$ cat src/rtl/vga_timing_gen.sv
// Parametrised raster timing generator: walks (h,v) over the full line/frame
// on each pixel clock-enable and registers sync, display-enable and strobes.
module vga_timing_gen #(
    parameter int H_ACTIVE = 640,
    parameter int H_FRONT  = 16,
    parameter int H_SYNC   = 96,
    parameter int H_BACK   = 48,
    parameter int V_ACTIVE = 480,
    parameter int V_FRONT  = 10,
    parameter int V_SYNC   = 2,
    parameter int V_BACK   = 33,
    parameter bit HS_POL   = 1'b0,
    parameter bit VS_POL   = 1'b0,
    parameter int CW       = 12
) (
    input  logic          clk,
    input  logic          rst,
    input  logic          ce,
    output logic          hsync,
    output logic          vsync,
    output logic          de,
    output logic [CW-1:0] xpos,
    output logic [CW-1:0] ypos,
    output logic          line_start,
    output logic          frame_start
);

    localparam int H_TOTAL = H_ACTIVE + H_FRONT + H_SYNC + H_BACK;
    localparam int V_TOTAL = V_ACTIVE + V_FRONT + V_SYNC + V_BACK;

    // Inclusive bounds keep every constant inside CW bits even when TOTAL == 2^CW.
    localparam logic [CW-1:0] H_LAST     = CW'(H_TOTAL - 1);
    localparam logic [CW-1:0] V_LAST     = CW'(V_TOTAL - 1);
    localparam logic [CW-1:0] H_ACT_LAST = CW'(H_ACTIVE - 1);
    localparam logic [CW-1:0] V_ACT_LAST = CW'(V_ACTIVE - 1);
    localparam logic [CW-1:0] HS_FIRST   = CW'(H_ACTIVE + H_FRONT);
    localparam logic [CW-1:0] HS_LAST    = CW'(H_ACTIVE + H_FRONT + H_SYNC - 1);
    localparam logic [CW-1:0] VS_FIRST   = CW'(V_ACTIVE + V_FRONT);
    localparam logic [CW-1:0] VS_LAST    = CW'(V_ACTIVE + V_FRONT + V_SYNC - 1);

    logic [CW-1:0] r_h;
    logic [CW-1:0] r_v;
    logic          r_hsync;
    logic          r_vsync;
    logic          r_de;
    logic          r_line_start;
    logic          r_frame_start;

    logic [CW-1:0] w_h_next;
    logic [CW-1:0] w_v_next;
    logic          w_h_wrap;

    function automatic logic f_sync(input logic [CW-1:0] pos,
                                    input logic [CW-1:0] first,
                                    input logic [CW-1:0] last,
                                    input logic          pol);
        return (pos >= first && pos <= last) ? pol : ~pol;
    endfunction

    function automatic logic f_de(input logic [CW-1:0] h, input logic [CW-1:0] v);
        return (h <= H_ACT_LAST) && (v <= V_ACT_LAST);
    endfunction

    always_comb begin
        w_h_wrap = (r_h == H_LAST);
        w_h_next = w_h_wrap ? '0 : r_h + CW'(1);
        w_v_next = r_v;
        if (w_h_wrap) begin
            w_v_next = (r_v == V_LAST) ? '0 : r_v + CW'(1);
        end
    end

    // Outputs are computed from the next position so they land in the same
    // cycle as the coordinates they describe.
    always_ff @(posedge clk) begin
        if (rst) begin
            r_h           <= '0;
            r_v           <= '0;
            r_hsync       <= f_sync('0, HS_FIRST, HS_LAST, HS_POL);
            r_vsync       <= f_sync('0, VS_FIRST, VS_LAST, VS_POL);
            r_de          <= f_de('0, '0);
            r_line_start  <= 1'b1;
            r_frame_start <= 1'b1;
        end else if (ce) begin
            r_h           <= w_h_next;
            r_v           <= w_v_next;
            r_hsync       <= f_sync(w_h_next, HS_FIRST, HS_LAST, HS_POL);
            r_vsync       <= f_sync(w_v_next, VS_FIRST, VS_LAST, VS_POL);
            r_de          <= f_de(w_h_next, w_v_next);
            r_line_start  <= (w_h_next == '0);
            r_frame_start <= (w_h_next == '0) && (w_v_next == '0);
        end else begin
            r_line_start  <= 1'b0;
            r_frame_start <= 1'b0;
        end
    end

    assign hsync       = r_hsync;
    assign vsync       = r_vsync;
    assign de          = r_de;
    assign xpos        = r_h;
    assign ypos        = r_v;
    assign line_start  = r_line_start;
    assign frame_start = r_frame_start;

endmodule
$ cat config.mk
export PLATFORM = sky130hd
export DESIGN_NAME = vga_timing_gen
export DESIGN_NICKNAME = d
export VERILOG_FILES = /design/src/rtl/vga_timing_gen.sv
export SDC_FILE = /design/constraint.sdc
export NUM_CORES = 1
export LEC_CHECK = 0
export CORE_MARGIN = 5
export CORE_UTILIZATION = 38
export DETAILED_ROUTE_END_ITERATION = 8
export PLACE_DENSITY = 0.69
export SETUP_SLACK_MARGIN = 0.4
export SYNTH_ARGS = -nofsm -noshare
export SYNTH_HDL_FRONTEND = slang
export SYNTH_SLANG_ARGS = --single-unit
$ cat constraint.sdc
create_clock -name clk -period 3.1 [get_ports clk]
set_clock_uncertainty 0.05 [all_clocks]
set_input_delay 0.775 -clock clk [delete_from_list [all_inputs] [get_ports clk]]
set_output_delay 0.775 -clock clk [all_outputs]
set_load 0.02 [all_outputs]
==> metrics.txt, run 1 <==
CTS Hold Bufs 0; area share of the leading cell type in the synthesized netlist 30.17%; share of cells above drive strength 1 15.44%; fillcell total 518; fin. max-slew vios 0; Yosys reg bits 29; number of global-route vias before repair roughly 1.8k; main combinational cell family by area after synthesis simple AND/OR/NAND/NOR gates; worst skew pair latency around 290 ps; Critical Path End Type flop; most common cell after layout, fill and taps aside nor2_1; Synth async-reset ratio 0%; final net count 305; RSZ-0062 raised after global routing no; multi-input logic area roughly 1300 um2; Crit Path Category flop to flop; clk slew on worst S/H paths ~70 ps; CP peak stage delay 560 ps; Tmin final 2631 ps; remaining global-route overflow 0; hold crit path type flop to flop; Top cell by count, worst path or4_4; total track usage 16.90%; outcome complete, no violations; final setup TNS 0 ps; Worst Path Arrival 2760 ps; Slew @ Worst Pin between 400 and 500 ps; FP Rows 26; Initial Util about two fifths; Die Width approximately 80 um; Critical Path RT 3230 ps; top post-synthesis cells by area dfxtp_1 (30%), nor2_1 (8.2%), a21oi_1 (4.9%); Avg Inst Size Synth ~7.3 um2; post-synthesis adder-cell area fraction 3.251%; die area between 6000 and 7000 um2; Placer Congestion a little over 0.9; largest net degree at the start of global routing 18; Yosys warnings 0; WL per Instance ~14 um; CTS H-tree lvls 2; EDFF count, synth 0; DR pass1 iterations 4; Port Buffers 31; FMAX 380.0 MHz; I/O pin count 32; commonest cells after routing, fill and taps aside nor2_1 (41), clkdlybuf4s50_1 (31), dfxtp_1 (24), a21oi_1 (19), nand2_1 (18); leading area contributor after synthesis dfxtp_1; Final Cycle Share a little over four fifths; # DRC 0; Core Area between 5000 and 6000 um2; register area around 600 um2; final hold viol count 0; total number of vias approximately 2.0k; P_leak 0.8762 nW; slowest stage cell, crit path or4_4; Most used DFF post-synth dfxtp_1; routed wire length ~5200 um; TritonCTS Buffers 5; Slew headroom ~69%; Top Family by Delay on Critical Path simple AND/OR/NAND/NOR gates; Layout Cell Area excl Fill 2514 um2; clock tree sinks 29; post-route ant nets 0; vias per cell approximately 5.4; CTS root buf clkbuf_8; Critical path buffers and inverters 0; Max VDD drop ~290 uV; maxcap violations 0; number of diodes 0; mux cell area share after synthesis under 10%; Mapped Area ~1900 um2; sequential-to-total area share from yosys stat 30.17%; Final setup viols 0; TritonCTS clock tree yes; Starting DRT DRC Count approximately 160; initial antenna violation count 0; post-synthesis compound-gate area fraction around a fifth; power per cell area 318.3 nW/um2; Synth Instances between 200 and 300; die span in y about 80 um; CP cell instances or4_4, or4_4, or3_4, a22oi_2, o21ai_1, o21a_1, a221o_1; post-DP HPWL about 3700 um; first-pass GRT wire length slightly below 9000 um; Post-Synth XOR/XNOR Area roughly 7.3%; simple-gate area share of the yosys netlist approximately a third; clk buf depth 2; Placed Area roughly 2300 um2; crit path max fanout 6; area delta synth->final 30.62%; CP startpoint kind flop; post-synthesis cell type count approximately 50; Post-Syn Nets 270
==> stage by stage <==
stage	total power, mW	util (%)	setup WS [ps]	hold WS [ps]	instances
global route	0.8357	50.17	400.8	513.2	368
floorplan	0.4285	-	402.0	487.8	262
detailed placement	0.4570	46.73	314.2	462.0	354
global placement	0.4563	46.73	392.4	458.0	354
finish	0.8002	50.17	468.7	480.5	368
CTS	0.8095	49.43	426.0	485.7	364
==> worst paths after layout <==
path | startpoint | to | slack (ps) | cells after the start
worst max-delay path | xpos[11] | de | 470 | 7
worst min-delay path | de | de | 480 | 1
worst max register to register | xpos[11] | de | 470 | 7
worst min register to register | de | de | 480 | 1
==> routing by layer <==
metal / share of wire (%) / track usage [%]
met5: 0 / 0
met4: 1.3 / 5.574
met3: 4.7 / 4.102
met2: 48 / 27.09
met1: 46 / 22.17
==> final cells by class <==
cell class	count	share of cell area (%)
multi-input combinational	207	50.77
sequential	29	23.54
timing repair buffer	47	17.12
clock buffer	7	3.833
tap	70	3.484
inverter	7	1.045
clock inverter	1	0.1991
==> synth_stat cells, types with 2 or more instances <==
cell and instances:
a2111oi_0 2, a211oi_1 5, a21oi_1 19, a31o_2 2, a31oi_1 3, and2_1 2, and3_1 3, and4b_1 2
buf_1 3, clkbuf_1 14, dfxtp_1 29, ha_1 5, inv_1 6, mux2i_1 2, nand2_1 18, nand2b_1 2
nand3_1 10, nand4_1 10, nor2_1 42, nor2b_1 2, nor3_1 13, nor3b_1 4, nor4_1 3, o21ai_0 17
o2bb2ai_1 2, or3_1 4, or4_4 2, xnor2_1 6, xor2_1 10
==> flip-flops by register name, summed over array words and instances, names as in the netlist <==
register     cells
xpos            12
de               1
vsync            1
frame_start      1
line_start       1
hsync            1
ypos            12
==> power by group <==
part	switching (mW)	total, mW	internal (mW)
clock network	0.151	0.351	0.200
registers	0.00901	0.388	0.379
logic	0.0349	0.0615	0.0266
total	0.195	0.800	0.606
==> cells by family (layout without fill, tap and decap cells) <==
family | Yosys count | count (layout)
buffers and inverters | 26 | 62
AND/OR/NAND/NOR | 124 | 124
XOR/XNOR | 16 | 16
flip-flops | 29 | 29
AO/OA/AOI/OAI | 60 | 60
adder cells (fa/ha/maj) | 5 | 5
multiplexers | 2 | 2
==> repair_timing <==
| item | CTS | global route |
|---|---|---|
| setup buffers | 2 | 4 |
| resized for setup | 4 | 2 |
| setup endpoints to repair | 1 | 2 |
| pin swaps | 4 | 1 |
| cloned | 0 | 0 |
(Power assumes the default switching activity.)
==> run 2: changes to the inputs <==
--- a/config.mk
+++ b/config.mk
@@ -8,7 +8,7 @@
 export CORE_MARGIN = 5
 export CORE_UTILIZATION = 38
 export DETAILED_ROUTE_END_ITERATION = 8
-export PLACE_DENSITY = 0.69
+export PLACE_DENSITY = 0.72
 export SETUP_SLACK_MARGIN = 0.4
 export SYNTH_ARGS = -nofsm -noshare
 export SYNTH_HDL_FRONTEND = slang
==> constraint.sdc (replaced) <==
create_clock -name clk -period 2.1 [get_ports clk]
set_clock_uncertainty 0.05 [all_clocks]
set_input_delay 0.525 -clock clk [delete_from_list [all_inputs] [get_ports clk]]
set_output_delay 0.525 -clock clk [all_outputs]
set_load 0.02 [all_outputs]
==> run 2 against run 1 <==
Effect of this change: the run now ends with negative setup slack left; clock power rose by 37%; utilization rose by 9.0 points; register-to-register slack got worse by 960 ps; cell count rose by 12%; total power rose by 45%; wire length rose by 13%; cell area rose by 18%; sequential power rose by 45%; critical endpoint unchanged; highest routed layer unchanged.
==> metrics.txt, run 2 (synthesis results as in run 1) <==
first-pass GRT wire length approximately 10000 um; Clk pwr share about 42%; RSZ-0062 raised after global routing yes; clk slew on worst S/H paths around 60 ps; WL per Instance roughly 14 um; Tmin final around 2600 ps; Slew headroom between 70% and 80%; Worst Path Arrival 2710 ps; Port Buffers 31; Critical Path End Type flop; post-DP HPWL 4250 um; Final setup viols 10; Tot Pwr 1.159 mW; Max VDD drop ~220 uV; Initial Util 38.41%; P_sw between 0.2 and 0.3 mW; commonest cells after routing, fill and taps aside buf_4 (53), nor2_1 (37), dfxtp_1 (20), nand2_1 (16), o21ai_0 (14); final hold viol count 0; TritonCTS Buffers 5; remaining global-route overflow 0; outcome complete, but fails checks; number of diodes 0; Critical Path RT about 2200 ps; total track usage 18.88%; worst skew pair latency 290 ps; CTS Hold Bufs 0; vias per cell between 5 and 6; failing checks negative setup slack; largest net degree at the start of global routing 31; CTS H-tree lvls 2; CTS root buf clkbuf_8; clk buf depth 2; clock tree sinks 29; initial antenna violation count 0; fin. max-slew vios 0; die area ~6600 um2; internal power between 0.8 and 0.9 mW; Die Width ~80 um; die span in y 81.16 um; number of global-route vias before repair ~2.0k; FMAX ~390 MHz; Sequential Power Share 48.5%; setup ws final -495.6 ps; hold slack roughly 460 ps; share of cells above drive strength 1 a little over a third; FP Rows 26; most common cell after layout, fill and taps aside buf_4; Core Area ~5000 um2; Crit Path Category flop to flop; DR pass1 iterations 4; total number of vias roughly 2.2k; I/O pin count 32; Starting DRT DRC Count between 150 and 200; TritonCTS clock tree yes; Setup Slack @ Placement -469.4 ps; Slew @ Worst Pin ~340 ps; P_leak ~1.2 nW; CP startpoint kind flop; Placer Congestion 0.9401; fraction of power consumed by combinational cells 10.0%; routed wire length just under 6000 um; crit path max fanout 4; # DRC 0; maxcap violations 0; final net count between 300 and 400; post-route ant nets 0; power per cell area a little under 400 nW/um2; Final Util between 50% and 60%; Sw Ratio 24.59%; Final Cycle Share 123.6%; hold crit path type flop to flop; final setup TNS -2602 ps; area delta synth->final 54.03%
## run 2: changes by cell type in the layout (fill, tap and decap cells not counted), sizes merged
cell,before,now
clkdlybuf4s50,31,1
buf,16,62
clkinv,1,0
clkdlybuf4s15,0,8
clkbuf,7,17
dlymetal6s2s,0,1
dlygate4sd2,0,11
## run 2: cell type report
class / instances / area [um2]
fill: 491 / 2046
multi-input combinational: 207 / 1405
timing repair buffer: 92 / 755.7
sequential: 29 / 599.3
clock buffer: 8 / 90.09
tap: 70 / 87.58
inverter: 7 / 26.28
## run 2: power groups by stage
stage	registers, mW	clock network [mW]	logic [mW]
finish	0.562	0.481	0.116
global route	0.563	0.522	0.127
CTS	0.562	0.491	0.114
detailed placement	0.574	0	0.119
global placement	0.574	0	0.118
floorplan	0.591	0	0.0403
## run 2: routing by layer
layer  global-route usage [%]  vias to the layer above  part of all wire, %
li1                         -                     1098                    -
met2                    31.69                       69                   50
met3                    3.548                        3                  5.3
met1                    24.80                     1054                   44
met4                    4.730                        0                 0.59
met5                        0                        -                    0
## run 2: critical path: stages, from the launching register on
cell and delay [ps]:
dfxtp_4 340, or4_4 530, or4_4 470, or3_4 430, a22oi_2 180, o21ai_2 90, o21a_1 120, a221o_1 280
## run 2: metrics by stage
stage | std cells | instance area [um2]
2_1_floorplan | 262 | 1964
3_3_place_gp | 401 | 2728
3_5_place_dp | 401 | 2728
4_1_cts | 412 | 2912
5_1_grt | 413 | 2964
6_report | 413 | 2964
## run 2: timing repair
item	4_1_cts	5_1_grt
pin swaps	7	13
resized for setup	66	38
setup endpoints to repair	52	40
setup buffers	3	1
## run 2: final timing paths
kind | from | end | slack, ps | cells past startpoint
max | xpos[11] | de | -500 | 7
min | de | de | 460 | 1
max reg2reg | xpos[11] | de | -500 | 7
min reg2reg | de | de | 460 | 1
